File: config.mk
export PLATFORM = sky130hd
export DESIGN_NAME = panel_cmd_responder_flat
export DESIGN_NICKNAME = d
export VERILOG_FILES = /design/src/rtl/panel_cmd_responder_pkg.sv /design/src/rtl/panel_cmd_responder_if.sv /design/src/rtl/panel_cmd_responder_hold_filter.sv /design/src/rtl/panel_cmd_responder.sv /design/src/flat_wrapper.sv
export SDC_FILE = /design/constraint.sdc
export NUM_CORES = 1
export LEC_CHECK = 0
export ABC_AREA = 1
export BUFFER_PORTS_ARGS = -buffer_cell sky130_fd_sc_hd__buf_2
export CORE_ASPECT_RATIO = 0.75
export CORE_UTILIZATION = 52
export DETAILED_ROUTE_END_ITERATION = 8
export GPL_TIMING_DRIVEN = 0
export PLACE_DENSITY = 0.8
export SLEW_MARGIN = 20
export SYNTH_ARGS = -nofsm -noshare
export SYNTH_HDL_FRONTEND = slang
export SYNTH_SLANG_ARGS = --single-unit
File: constraint.sdc
create_clock -name clk -period 2.3 [get_ports clk]
set_clock_uncertainty 0.1 [all_clocks]
set_input_delay 0.23 -clock clk [delete_from_list [all_inputs] [get_ports clk]]
set_output_delay 0.23 -clock clk [all_outputs]
set_load 0.1 [all_outputs]
File: src/rtl/panel_cmd_responder_pkg.sv
// PDP-8 front-panel responder: shared word type,
// FSM states and panel command encodings.
package panel_cmd_responder_pkg;

  typedef logic [11:0] word;

  typedef enum logic [2:0] {
    IDLE,
    HOLD,
    EXEC_PC,
    MEM_WR,
    MEM_RD,
    RELEASE
  } panel_state_t;

  typedef enum logic [1:0] {
    CMD_LOAD_PC,
    CMD_DEPOSIT,
    CMD_EXAMINE
  } panel_cmd_t;

endpackage

File: src/rtl/panel_cmd_responder_if.sv
// Memory-controller side of the front panel:
// request/done handshake with address and data.
interface panel_cmd_responder_if #(
    parameter int AW = 12
);
    logic          mem_req;
    logic          mem_we;
    logic [AW-1:0] mem_addr;
    logic [AW-1:0] mem_wdata;
    logic [AW-1:0] mem_rdata;
    logic          mem_done;

    modport master (
        output mem_req, mem_we, mem_addr, mem_wdata,
        input  mem_rdata, mem_done
    );

    modport slave (
        input  mem_req, mem_we, mem_addr, mem_wdata,
        output mem_rdata, mem_done
    );
endinterface

File: src/rtl/panel_cmd_responder_hold_filter.sv
// Minimum-hold filter for one panel button: accepted pulses
// in the cycle where the button completes HOLD_CYCLES highs.
module panel_hold_filter #(
    parameter int HOLD_CYCLES = 8
) (
    input  logic clk,
    input  logic rst,
    input  logic btn,
    input  logic clear,
    output logic accepted
);
    localparam logic [7:0] LAST = 8'(HOLD_CYCLES - 1);

    logic [7:0] cnt_q;

    always_ff @(posedge clk) begin
        if (rst) begin
            cnt_q <= '0;
        end else if (clear) begin
            cnt_q <= '0;
        end else if (btn && !accepted) begin
            cnt_q <= cnt_q + 8'd1;
        end
    end

    assign accepted = btn && !clear && (cnt_q == LAST);
endmodule

File: src/rtl/panel_cmd_responder.sv
// Front-panel command responder: turns each filtered button
// press into one PC load, memory deposit or memory examine.
module panel_cmd_responder
    import panel_cmd_responder_pkg::*;
#(
    parameter int HOLD_CYCLES = 8,
    parameter int AW          = 12
) (
    input  logic                  clk,
    input  logic                  rst,
    input  logic                  run,
    input  logic [AW-1:0]         sw,
    input  logic                  btn_load_pc,
    input  logic                  btn_deposit,
    input  logic                  btn_examine,
    output logic                  pc_load,
    output logic [AW-1:0]         pc_value,
    output logic [AW-1:0]         display,
    output logic                  busy,
    panel_cmd_responder_if.master mem
);
    localparam logic [AW-1:0] ONE = AW'(1);

    panel_state_t  state_q, state_d;
    panel_cmd_t    cmd_q, cmd_sel;
    logic [AW-1:0] addr_q, cmd_data, pc_q, disp_q;
    logic          any_btn, btn_cur, accepted;
    logic          hold_clr, mem_st, take;

    assign any_btn  = btn_load_pc | btn_deposit | btn_examine;
    assign hold_clr = (state_q != HOLD);
    assign mem_st   = (state_q == MEM_WR) || (state_q == MEM_RD);
    assign take     = (state_q == HOLD) && accepted && !run;

    always_comb begin
        cmd_sel = CMD_EXAMINE;
        if (btn_load_pc)      cmd_sel = CMD_LOAD_PC;
        else if (btn_deposit) cmd_sel = CMD_DEPOSIT;
    end

    // Only the button that opened the press is tracked in HOLD.
    always_comb begin
        btn_cur = btn_examine;
        if (cmd_q == CMD_LOAD_PC)      btn_cur = btn_load_pc;
        else if (cmd_q == CMD_DEPOSIT) btn_cur = btn_deposit;
    end

    panel_hold_filter #(
        .HOLD_CYCLES(HOLD_CYCLES)
    ) u_hold (
        .clk     (clk),
        .rst     (rst),
        .btn     (btn_cur),
        .clear   (hold_clr),
        .accepted(accepted)
    );

    always_comb begin
        state_d = state_q;
        unique case (state_q)
            IDLE: begin
                if (!run && any_btn) state_d = HOLD;
            end
            HOLD: begin
                if (run || !btn_cur) begin
                    state_d = IDLE;
                end else if (accepted) begin
                    unique case (cmd_q)
                        CMD_LOAD_PC: state_d = EXEC_PC;
                        CMD_DEPOSIT: state_d = MEM_WR;
                        default:     state_d = MEM_RD;
                    endcase
                end
            end
            EXEC_PC: state_d = run ? IDLE : RELEASE;
            MEM_WR, MEM_RD: begin
                if (mem.mem_done) state_d = run ? IDLE : RELEASE;
            end
            RELEASE: begin
                if (run || !any_btn) state_d = IDLE;
            end
            default: state_d = IDLE;
        endcase
    end

    always_ff @(posedge clk) begin
        if (rst) begin
            state_q  <= IDLE;
            cmd_q    <= CMD_LOAD_PC;
            cmd_data <= '0;
            addr_q   <= '0;
            pc_q     <= '0;
            disp_q   <= '0;
        end else begin
            state_q <= state_d;
            if (state_q == IDLE && state_d == HOLD) cmd_q <= cmd_sel;
            // PC value is loaded at acceptance so it is valid with the strobe.
            if (take) begin
                cmd_data <= sw;
                if (cmd_q == CMD_LOAD_PC) begin
                    pc_q   <= sw;
                    addr_q <= sw;
                end
            end
            if (mem_st && mem.mem_done) begin
                disp_q <= (state_q == MEM_WR) ? cmd_data : mem.mem_rdata;
                addr_q <= addr_q + ONE;
            end
        end
    end

    assign pc_load       = (state_q == EXEC_PC);
    assign pc_value      = pc_q;
    assign display       = disp_q;
    assign busy          = (state_q != IDLE);
    assign mem.mem_req   = mem_st;
    assign mem.mem_we    = (state_q == MEM_WR);
    assign mem.mem_addr  = addr_q;
    assign mem.mem_wdata = cmd_data;
endmodule

File: src/flat_wrapper.sv
// flat-port wrapper written by rule: the top's interface ports become plain ports
module panel_cmd_responder_flat import panel_cmd_responder_pkg::*;
#(
    parameter int HOLD_CYCLES = 8,
    parameter int AW          = 12
)
  (clk, rst, run, sw, btn_load_pc, btn_deposit, btn_examine, pc_load, pc_value, display, busy, mem_mem_req, mem_mem_we, mem_mem_addr, mem_mem_wdata, mem_mem_rdata, mem_mem_done);
  panel_cmd_responder_if #(.AW(AW)) mem_i ();
  input  logic clk;
  input  logic rst;
  input  logic run;
  input  logic [AW-1:0] sw;
  input  logic btn_load_pc;
  input  logic btn_deposit;
  input  logic btn_examine;
  output logic pc_load;
  output logic [AW-1:0] pc_value;
  output logic [AW-1:0] display;
  output logic busy;
  output wire logic [$bits(mem_i.mem_req)-1:0] mem_mem_req;
  output wire logic [$bits(mem_i.mem_we)-1:0] mem_mem_we;
  output wire logic [$bits(mem_i.mem_addr)-1:0] mem_mem_addr;
  output wire logic [$bits(mem_i.mem_wdata)-1:0] mem_mem_wdata;
  input wire logic [$bits(mem_i.mem_rdata)-1:0] mem_mem_rdata;
  input wire logic [$bits(mem_i.mem_done)-1:0] mem_mem_done;
  assign mem_mem_req = mem_i.mem_req;
  assign mem_mem_we = mem_i.mem_we;
  assign mem_mem_addr = mem_i.mem_addr;
  assign mem_mem_wdata = mem_i.mem_wdata;
  assign mem_i.mem_rdata = mem_mem_rdata;
  assign mem_i.mem_done = mem_mem_done;
  panel_cmd_responder #(.HOLD_CYCLES(HOLD_CYCLES), .AW(AW)) u_core (.clk(clk), .rst(rst), .run(run), .sw(sw), .btn_load_pc(btn_load_pc), .btn_deposit(btn_deposit), .btn_examine(btn_examine), .pc_load(pc_load), .pc_value(pc_value), .display(display), .busy(busy), .mem(mem_i));
endmodule
# Word level (Yosys, flattened, before mapping)
# Cells that the tools add are included.
dict set report op_classes {
  add_sub_neg 2
  eq_ne 9
  n_mux 16
  bitwise 2
  reduce_logical 25
}
# cell n
set ops {}
lappend ops {{$mux 12} 4}
lappend ops {{$mux 3} 6}
lappend ops {{$pmux 3 s5} 1}
lappend ops {{$add 12x1->12 const B} 1}
lappend ops {{$add 8x1->8 const B} 1}
lappend ops {{$eq 8x3->1 const B} 1}
lappend ops {{$logic_and 1x1->1} 8}
lappend ops {{$eq 3x1->1 const B} 2}
lappend ops {{$eq 3x2->1 const B} 2}
lappend ops {{$eq 3x3->1 const B} 2}
lappend ops {{$pmux 3 s2} 1}
lappend ops {{$logic_not 1->1} 5}
lappend ops {{$mux 2} 2}
lappend ops {{$reduce_and 2->1} 2}
lappend ops {{$reduce_bool 2->1} 2}
lappend ops {{$reduce_or 2->1} 2}
lappend ops {{$logic_not 3->1} 1}
lappend ops {{$logic_or 1x1->1} 3}
lappend ops {{$ne 3x1->1 const B} 1}
lappend ops {{$reduce_bool 3->1} 1}
lappend ops {{$eq 2x1->1 const B} 1}
lappend ops {{$logic_not 2->1} 1}
lappend ops {{$mux 1} 2}
lappend ops {{$or 1x1->1} 2}
dict set report totals {
  reg_bits 61
  in_bits 31
  out_inout_bits 52
  elab_cells 61
}

# Depth between registers and ports, before layout
# Gate-level depths: netlist (run 1).
dict set report depth {
  ltp_word 10
  depth_mapped 10
  depth_no_buf 10
}

# Hierarchy
# Synthesis (run 1) repeated with hierarchy kept, for this count alone.
dict set report unflattened {
  cells_unflattened 424
  hier_area_um2 2960.3
}
# module n_inst cells_each area_each_um2 seq_area_each_um2
set modules_own_cells {}
lappend modules_own_cells {panel_cmd_responder 1 361 2532.4 1061.0}
lappend modules_own_cells {panel_hold_filter 1 63 427.9 160.2}

# Worst setup path before layout (run 1)
# Ideal clock, no wire load.
dict set report synth_timing {
  path_kind {reg-to-reg}
  start {reg u_core.state_q[1]}
  end {reg u_core.state_q[0]}
  setup_ns 0.074
  arrival_time_ns 2.929
  required_ns 2.126
  slack_ns -0.803
  stages_incl_launch_ff 7
  path_buffers 0
  synth_period_minus_slack_ns 3.103
  path_cell_list {dfxtp_1 inv_2 nor3_1 nand2_1 o21ai_0 nor2_1 a31oi_1}
}
dict set report synth_via {
  elab_cells_between_ends 14
  classes_between {eq/ne (6); mux (3); reduce/logical (5)}
}
# item line
set synth_lines {}
lappend synth_lines {{from (decl)} panel_cmd_responder.sv:24} ;# panel_state_t state_q, state_d;
lappend synth_lines {{from (signal assigned)} panel_cmd_responder.sv:95} ;# state_q <= state_d;
lappend synth_lines {{$eq 3x2->1} n/a}
lappend synth_lines {{net pc_load} flat_wrapper.sv:16} ;# output logic pc_load;
lappend synth_lines {{$pmux 3 s5} panel_cmd_responder.sv:60} ;# unique case (state_q)
# The timed path passes the listed nets, and every way through them passes these cells.
# A chain may end at the register's enable or synchronous reset.

# Worst setup path after layout (run 1)
dict set report layout_timing {
  start {reg u_core.state_q[0]}
  end {out mem_mem_we}
}
dict set report layout_via {
  elab_chain_len 1
}
# item line
set layout_lines {}
lappend layout_lines {{$eq 3x2->1} panel_cmd_responder.sv:117} ;# assign mem.mem_we = (state_q == MEM_WR);
lappend layout_lines {{to (decl)} flat_wrapper.sv:21} ;# output wire logic [$bits(mem_i.mem_we)-1:0] mem_mem_we;
# No other way between the ends.

==> impl_metrics.env, run 1 <==
export IMPL_design_area_um2=3780
export IMPL_die_w_um=90.5
export IMPL_critPathBufInv=3
export IMPL_ys_seq_elements=61
export IMPL_final_fill_count=491
export IMPL_wire_per_inst_um=13.7
export IMPL_drcViolationCount=0
export IMPL_slowest_delay_ns=0.46
export IMPL_synth_compound_area_share_pct=14.2
export IMPL_cp_slowest_cell="dfxtp_1"
export IMPL_place_gp_congestion=0.933
export IMPL_endpoint_kind="output port"
export IMPL_antenna_cells=0
export IMPL_rsz0062_at_grt="no"
export IMPL_io_buffers=81
export IMPL_p_leak_nw=1.68
export IMPL_first_pass_iters=6
export IMPL_nets=577
export IMPL_avgSynthCellArea_um2=6.75
export IMPL_synthMuxAreaShare_pct=0
export IMPL_antenna_found_initial=0
export IMPL_cts_setup_buffers=0
export IMPL_peakVddDrop_v=0.000470
export IMPL_post_route_min_period_ns=2.24
export IMPL_cts_buffers=9
export IMPL_core_um2=5500
export IMPL_die_area_um2=6180
export IMPL_ff_latch_area_um2=1220
export IMPL_synth_cells=452
export IMPL_vias=3357
export IMPL_path_depth=4
export IMPL_p_seq_share_pct=46.5
export IMPL_crit_chain="nand3_2 -> inv_1 -> clkbuf_1 -> buf_4"
export IMPL_mostFrequentLayoutCell="nand2_1"
export IMPL_grt_usage_pct=28.1
export IMPL_max_freq_mhz=447
export IMPL_synth_simple_area_share_pct=35.4
export IMPL_maxCapViolations=0
export IMPL_worstPathRequired_ns=1.97
export IMPL_ys_seq_area_share_pct=40.0
export IMPL_critPathKind="register to output port"
export IMPL_syn_area_um2=3050
export IMPL_critPathMaxFanout=10
export IMPL_multi_input_comb_area_um2=1590
export IMPL_power_mw=2.30
export IMPL_hold_path_cell_count=3
export IMPL_synth_xor_area_share_pct=1.43
export IMPL_dp_hpwl_mm=6.26
export IMPL_synth_cell_type_count=28
export IMPL_worstHoldPathType="input port to register"
export IMPL_yosys_area_share_adder_pct=0.820
export IMPL_drt_iter0_markers=231
export IMPL_syn_to_final_growth_pct=23.9
export IMPL_final_setup_tns_ns=0
export IMPL_cp_arrival_ns=1.91
export IMPL_grt_pass1_vias=2867
export IMPL_io_pins=83
export IMPL_cts_root_buf="clkbuf_8"
export IMPL_finalMaxSlewViolations=0
export IMPL_setup_ws_ns=0.0616
export IMPL_drive_gt1_share_pct=22.8
export IMPL_combPwrFrac_pct=7.0
export IMPL_final_cell_mix="nand2_1 (151), buf_2 (91), dfxtp_1 (61), a21oi_1 (46), nand3_1 (39)"
export IMPL_htreeDepth=3
export IMPL_path_clk_slew_ns=0.08
export IMPL_synth_top_family_by_area="simple AND/OR/NAND/NOR gates"
export IMPL_utilization_pct=68.8
export IMPL_switching_share_pct=25.0
export IMPL_clock_latency_ns=0.34
export IMPL_crit_family="buffers and inverters"
export IMPL_die_h_um=68.4
export IMPL_pre_cts_ws_ns=0.353
export IMPL_vias_per_cell=5.38
export IMPL_cts_path_max_buffers=2
export IMPL_drt_wl_total_mm=8.58
export IMPL_hold_violations=0
export IMPL_clock_sinks=61
export IMPL_overflow=0
export IMPL_yosys_warnings=0
export IMPL_crit_path_start_kind="register"
export IMPL_worst_pin_slew_ns=0.562
export IMPL_max_slew_margin_pct=62.6
export IMPL_ant_nets=0
export IMPL_grt_max_degree=13
export IMPL_cts_tree="yes"
export IMPL_internal_power_mw=1.72
export IMPL_setup_viol=0
export IMPL_final_cells=624
export IMPL_grt_pass1_wl_mm=13.6
export IMPL_initial_utilization_pct=55.5
export IMPL_finalCritPeriodShare_pct=97.3
export IMPL_hold_ws_ns=0.0396
export IMPL_reg2regPathDepth=7
export IMPL_p_sw_uw=573
export IMPL_place_area_um2=3560
export IMPL_power_frac_clock_pct=46.5
export IMPL_placed_cells_incl_taps=608
export IMPL_synthesis_nets=485
export IMPL_status="completed"
export IMPL_p_per_area_nw_per_um2=607
export IMPL_placementRows=23
## power groups by stage
stage | combinational (mW) | clock [mW] | sequential (mW)
CTS | 0.157 | 1.08 | 1.07
floorplan | 0.0948 | 0 | 1.09
detailed placement | 0.156 | 0 | 1.09
global placement | 0.154 | 0 | 1.09
global route | 0.174 | 1.13 | 1.07
finish | 0.161 | 1.07 | 1.07
## routing by layer
metal	vias to the layer above	global-route usage (%)	share of wire (%)	wire, um
met1	1537	37.7	47	4020
met4	0	7.86	0.82	70
met3	9	7.44	8.0	688
li1	1676	-	-	-
met2	135	45.1	44	3800
met5	-	0	0	0
## registers in the layout (all words and copies together), names as in the netlist
signal and flops:
u_core.cmd_q 2, u_core.display 12, u_core.mem.mem_addr 12, u_core.mem.mem_wdata 12
u_core.pc_value 12, u_core.state_q 3, u_core.u_hold.cnt_q 8
## path summary, 6_finish.rpt
| path | slack, ns | end | from |
|---|---|---|---|
| max | 0.06 | mem_mem_we | u_core.state_q[0]$_SDFF_PP0_ |
| min | 0.04 | u_core.display[6]$_SDFFE_PP0P_ | mem_mem_rdata[6] |
| max reg2reg | 0.35 | u_core.display[10]$_SDFFE_PP0P_ | u_core.state_q[0]$_SDFF_PP0_ |
| min reg2reg | 0.36 | u_core.pc_value[5]$_SDFFE_PP0P_ | u_core.pc_value[5]$_SDFFE_PP0P_ |
## cell type report
class                      instances  area share [%]
buffer                            23            3.04
clock inverter                     7            2.61
tap                               75            2.48
sequential                        61            32.3
clock buffer                       9            3.27
inverter                          36            3.57
timing repair buffer              81            10.8
multi-input combinational        332            41.9
## logic make-up (layout without fill, tap and decap cells)
logic type,after synthesis,after routing
AND/OR/NAND/NOR,243,243
AO/OA/AOI/OAI,82,82
flip-flops,61,61
buffers and inverters,59,156
XOR/XNOR,5,5
adder cells (fa/ha/maj),2,2
## worst reg2reg max path: stages, from the launching register on
cell     delay, ns
dfxtp_1       0.46
nand3_2       0.17
nand2_2       0.13
nand2_1       0.09
inv_1         0.21
buf_2         0.29
buf_2         0.26
a31oi_1       0.11
## synth_stat cells
cell type | number | area, um2
nor3b_1 | 1 | 7.51
buf_6 | 1 | 11.3
nand3_1 | 39 | 195
clkbuf_1 | 9 | 33.8
nand2_1 | 151 | 567
nand4_1 | 18 | 113
xnor2_1 | 2 | 17.5
dfxtp_1 | 61 | 1220
a31oi_1 | 14 | 87.6
nor3_2 | 1 | 10.0
nor2_4 | 2 | 22.5
a21oi_1 | 46 | 230
o21ai_0 | 18 | 90.1
o21ai_1 | 2 | 10.0
nor2_1 | 22 | 82.6
buf_2 | 11 | 55.1
buf_4 | 2 | 15.0
ha_1 | 2 | 25.0
inv_1 | 33 | 124
inv_2 | 3 | 11.3
nand3_4 | 2 | 35.0
nand3b_1 | 1 | 7.51
nand2_2 | 2 | 12.5
o211ai_1 | 2 | 15.0
nand3_2 | 1 | 10.0
nor3_1 | 1 | 5.00
nor2_2 | 2 | 12.5
xor2_1 | 3 | 26.3
## repair_timing
action,CTS,global route
setup endpoints to repair,1,0
hold buffers,0,0
resized for setup,1,0
(Power assumes the default switching activity.)
==> run 2: changes to the inputs <==
CORE_UTILIZATION = 45   (was 52)
PLACE_DENSITY = 0.71   (was 0.8)
==> impl_metrics.env, run 2 (synthesized netlist as in run 1, its figures left out) <==
export IMPL_dp_hpwl_mm=6.40
export IMPL_hold_violations=0
export IMPL_utilization_pct=58.9
export IMPL_grt_pass1_vias=2826
export IMPL_critPathBufInv=1
export IMPL_die_area_um2=7120
export IMPL_wire_per_inst_um=13.8
export IMPL_slowest_delay_ns=0.38
export IMPL_clock_sinks=61
export IMPL_reg2regPathDepth=9
export IMPL_mostFrequentLayoutCell="nand2_1"
export IMPL_timing_rr_start="u_core.u_hold.cnt_q[0]$_SDFFE_PP0P_"
export IMPL_drcViolationCount=0
export IMPL_p_sw_uw=553
export IMPL_hold_path_cell_count=3
export IMPL_final_setup_tns_ns=0
export IMPL_die_h_um=73.3
export IMPL_drive_gt1_share_pct=22.8
export IMPL_cp_arrival_ns=2.11
export IMPL_overflow=0
export IMPL_crit_start="u_core.u_hold.cnt_q[0]$_SDFFE_PP0P_"
export IMPL_grt_pass1_wl_mm=13.8
export IMPL_p_per_area_nw_per_um2=599
export IMPL_ant_nets=0
export IMPL_hold_ws_ns=0.0471
export IMPL_worst_pin_slew_ns=0.553
export IMPL_maxCapViolations=0
export IMPL_worstHoldStart="mem_mem_rdata[11]"
export IMPL_placementRows=25
export IMPL_worstHoldPathType="input port to register"
export IMPL_core_um2=6410
export IMPL_critPathKind="register to register"
export IMPL_internal_power_mw=1.71
export IMPL_final_cell_mix="nand2_1 (151), buf_2 (91), dfxtp_1 (61), a21oi_1 (46), nand3_1 (39)"
export IMPL_syn_to_final_growth_pct=23.7
export IMPL_antenna_found_initial=0
export IMPL_finalCritPeriodShare_pct=87.6
export IMPL_cts_setup_buffers=0
export IMPL_drt_wl_total_mm=8.67
export IMPL_crit_family="simple AND/OR/NAND/NOR gates"
export IMPL_grt_max_degree=12
export IMPL_rsz0062_at_grt="no"
export IMPL_pre_cts_ws_ns=0.325
export IMPL_endpoint_kind="register"
export IMPL_critPathMaxFanout=10
export IMPL_setup_viol=0
export IMPL_setup_ws_ns=0.286
export IMPL_cts_tree="yes"
export IMPL_status="completed"
export IMPL_p_leak_nw=1.68
export IMPL_initial_utilization_pct=47.6
export IMPL_path_depth=9
export IMPL_combPwrFrac_pct=7.1
export IMPL_worstPathRequired_ns=2.40
export IMPL_max_freq_mhz=497
export IMPL_path_clk_slew_ns=0.07
export IMPL_vias_per_cell=5.33
export IMPL_clock_latency_ns=0.34
export IMPL_peakVddDrop_v=0.000279
export IMPL_holdBufCountCts=0
export IMPL_cts_buffers=9
export IMPL_power_mw=2.26
export IMPL_io_pins=83
export IMPL_place_gp_congestion=0.881
export IMPL_crit_path_frequent_cell="nand2_1"
export IMPL_vias=3351
export IMPL_drt_iter0_markers=205
export IMPL_power_frac_clock_pct=45.8
export IMPL_crit_path_start_kind="register"
export IMPL_io_buffers=81
export IMPL_p_seq_share_pct=47.1
export IMPL_crit_chain="ha_1 -> nand2_1 -> nor2_1 -> nand2_1 -> nor2_4 -> nand3_4 -> buf_2 -> nand3_1 -> a21oi_1"
export IMPL_cts_root_buf="clkbuf_8"
export IMPL_die_w_um=97.1
export IMPL_antenna_cells=0
export IMPL_cp_slowest_cell="dfxtp_1"
export IMPL_max_slew_margin_pct=63.1
export IMPL_nets=576
export IMPL_post_route_min_period_ns=2.01
export IMPL_grt_usage_pct=24.7
export IMPL_htreeDepth=3
export IMPL_finalMaxSlewViolations=0
export IMPL_cts_path_max_buffers=2
export IMPL_first_pass_iters=5
export IMPL_switching_share_pct=24.4
## run 2: area by class of cell
class	instances	area, um2
Tap cell	81	101
Sequential cell	61	1220
Multi-Input combinational cell	332	1590
Buffer	22	111
Timing Repair Buffer	81	408
Clock inverter	7	90.1
Fill cell	627	2640
Inverter	36	135
Clock buffer	9	124
## run 2: path summary, 6_finish.rpt
| check | to | slack [ns] |
|---|---|---|
| worst max-delay path | u_core.mem.mem_addr[6]$_SDFFE_PP0P_ | 0.29 |
| worst min-delay path | u_core.display[11]$_SDFFE_PP0P_ | 0.05 |
| worst max register to register | u_core.mem.mem_addr[6]$_SDFFE_PP0P_ | 0.29 |
| worst min register to register | u_core.pc_value[10]$_SDFFE_PP0P_ | 0.36 |
## run 2: layer usage
metal	vias to the layer above	global-route usage, %	wire length, um
li1	1673	-	-
met5	-	0	0
met3	17	6.85	622
met4	0	7.46	147
met1	1529	35.3	4210
met2	132	36.2	3680
## run 2: per-stage QoR
step	instances	instance area [um2]
6_report	629	3780
5_1_grt	629	3780
4_1_cts	630	3780
3_5_place_dp	614	3560
3_3_place_gp	614	3560
2_1_floorplan	452	3060
## run 2: tightest hold or removal path, delay by kind of cell
| family | cells | cell delay (ns) |
|---|---|---|
| AO/OA/AOI/OAI | 1 | 0.07 |
| AND/OR/NAND/NOR | 1 | 0.05 |
| buffers and inverters | 1 | 0.09 |
## run 2: power by group through the flow
stage	Sequential (mW)	Combinational, mW	Clock (mW)
after floorplan	1.09	0.0948	0
after global placement	1.09	0.156	0
after detailed placement	1.09	0.157	0
after CTS	1.07	0.158	1.06
after global routing	1.07	0.174	1.10
final	1.07	0.160	1.04
## run 2: repair_timing
action / CTS / global route
setup endpoints to repair: 1 / 1
pin swaps: 0 / 0
gates resized for setup: 1 / 0
==> run 3: changes to the inputs <==
CORE_ASPECT_RATIO = 1.1   (was 0.75)
==> impl_metrics.env, run 3 (synthesized netlist as in run 1, its figures left out) <==
export IMPL_status="completed"
export IMPL_grt_max_degree=11
export IMPL_cts_path_max_buffers=2
export IMPL_critPathBufInv=3
export IMPL_final_cells=630
export IMPL_crit_chain="nand3_2 -> nand2_2 -> nand2_1 -> inv_1 -> buf_2 -> buf_2 -> a31oi_1"
export IMPL_max_freq_mhz=501
export IMPL_cp_arrival_ns=2.10
export IMPL_worstHoldPathType="input port to register"
export IMPL_wire_per_inst_um=13.7
export IMPL_antenna_cells=0
export IMPL_overflow=0
export IMPL_drt_wl_total_mm=8.62
export IMPL_timing_rr_start="u_core.state_q[0]$_SDFF_PP0_"
export IMPL_p_per_area_nw_per_um2=621
export IMPL_setup_viol=0
export IMPL_io_buffers=81
export IMPL_worstHoldStart="mem_mem_rdata[8]"
export IMPL_critPathMaxFanout=10
export IMPL_p_leak_nw=1.70
export IMPL_die_h_um=88.4
export IMPL_antenna_found_initial=0
export IMPL_maxCapViolations=0
export IMPL_final_setup_tns_ns=0
export IMPL_nets=576
export IMPL_place_gp_congestion=0.863
export IMPL_peakVddDrop_v=0.000365
export IMPL_drt_iter0_markers=198
export IMPL_cp_slowest_cell="dfxtp_1"
export IMPL_vias_per_cell=5.34
export IMPL_clock_sinks=61
export IMPL_hold_path_cell_count=3
export IMPL_reg2regPathDepth=7
export IMPL_core_um2=6560
export IMPL_r2r_end="u_core.display[4]$_SDFFE_PP0P_"
export IMPL_dp_hpwl_mm=6.38
export IMPL_die_w_um=80.5
export IMPL_drive_gt1_share_pct=22.8
export IMPL_vias=3363
export IMPL_mostFrequentLayoutCell="nand2_1"
export IMPL_critPathKind="register to register"
export IMPL_clock_latency_ns=0.33
export IMPL_finalCritPeriodShare_pct=86.8
export IMPL_worstPathRequired_ns=2.41
export IMPL_final_fill_count=646
export IMPL_endpoint_kind="register"
export IMPL_finalMaxSlewViolations=0
export IMPL_post_route_min_period_ns=2.00
export IMPL_syn_to_final_growth_pct=24.8
export IMPL_drcViolationCount=0
export IMPL_first_pass_iters=4
export IMPL_cts_tree="yes"
export IMPL_io_pins=83
export IMPL_grt_usage_pct=25.2
export IMPL_hold_violations=0
export IMPL_die_area_um2=7120
export IMPL_placed_cells_incl_taps=615
export IMPL_cts_root_buf="clkbuf_8"
export IMPL_grt_pass1_vias=2923
export IMPL_crit_path_start_kind="register"
export IMPL_htreeDepth=3
export IMPL_final_cell_mix="nand2_1 (151), buf_2 (91), dfxtp_1 (61), a21oi_1 (46), nand3_1 (39)"
export IMPL_path_clk_slew_ns=0.07
export IMPL_worst_pin_slew_ns=0.554
export IMPL_slowest_delay_ns=0.45
export IMPL_holdPathEnd="u_core.display[8]$_SDFFE_PP0P_"
export IMPL_max_slew_margin_pct=63.1
export IMPL_initial_utilization_pct=46.6
export IMPL_worst_r2r_setup_slack_ns=0.30
export IMPL_crit_path_frequent_cell="buf_2"
export IMPL_ant_nets=0
export IMPL_grt_pass1_wl_mm=13.8
export IMPL_crit_family="buffers and inverters"
export IMPL_placementRows=31
export IMPL_rsz0062_at_grt="no"
export IMPL_cts_buffers=9
-- run 3: cell types whose count changed in the layout (fill, tap and decap cells not counted), sizes merged --
cell	before	now
clkbuf	17	21
clkinv	3	1
clkinvlp	2	0
-- run 3: where the power goes --
group	internal, mW	switching, mW
Combinational	0.0476	0.113
Clock	0.727	0.411
Sequential	1.06	0.00673
Total	1.84	0.532
-- run 3: layout make-up --
| class | instances | area (um2) | area share (%) |
|---|---|---|---|
| inverters | 36 | 135 | 3.55 |
| clock buffers | 13 | 179 | 4.70 |
| plain buffers | 22 | 111 | 2.92 |
| well taps | 82 | 103 | 2.69 |
| clock inverters | 3 | 65.1 | 1.71 |
| flip-flops and latches | 61 | 1220 | 32.1 |
| repair buffers | 81 | 408 | 10.7 |
| multi-input cells | 332 | 1590 | 41.7 |
-- run 3: how the worst max path moves through the flow --
stage | endpoint | slack [ns] | startpoint | depth (start not counted)
6_report | u_core.display[4]$_SDFFE_PP0P_ | 0.30 | u_core.state_q[0]$_SDFF_PP0_ | 7
5_1_grt | mem_mem_we | 0.15 | u_core.state_q[0]$_SDFF_PP0_ | 3
4_1_cts | mem_mem_we | 0.11 | u_core.state_q[0]$_SDFF_PP0_ | 4
3_5_place_dp | mem_mem_we | 0.34 | u_core.state_q[0]$_SDFF_PP0_ | 4
3_3_place_gp | mem_mem_we | 0.34 | u_core.state_q[0]$_SDFF_PP0_ | 4
2_1_floorplan | u_core.mem.mem_addr[10]$_SDFFE_PP0P_ | 0.06 | u_core.mem.mem_addr[0]$_SDFFE_PP0P_ | 8
-- run 3: per-stage QoR --
stage	worst slack, ns	total power, mW	instance area (um2)	hold WS [ns]	util (%)
floorplan	0.0587	1.18	3060	0.273	-
global placement	0.338	1.25	3570	0.349	54.4
detailed placement	0.336	1.25	3570	0.355	54.4
CTS	0.106	2.38	3810	0.0510	58.2
global route	0.155	2.45	3810	0.0444	58.1
finish	0.304	2.37	3810	0.0558	58.1
-- run 3: metal layers --
| layer | wire length (um) | GRT usage (%) | vias to the layer above |
|---|---|---|---|
| met3 | 628 | 5.67 | 15 |
| met1 | 3980 | 33.4 | 1540 |
| met4 | 137 | 8.93 | 0 |
| met5 | 0 | 0 | - |
| met2 | 3870 | 40.4 | 125 |
| li1 | - | - | 1683 |
-- run 3: what timing repair did --
item	CTS	global route
setup buffers	0	0
resized for setup	1	0
setup endpoints to repair	1	1
hold buffers	0	0
-- run 3: worst min-delay path: cells and delay by family --
family	cells	cell delay, ns
compound gates	1	0.07
simple gates	1	0.05
buf+inv	1	0.10
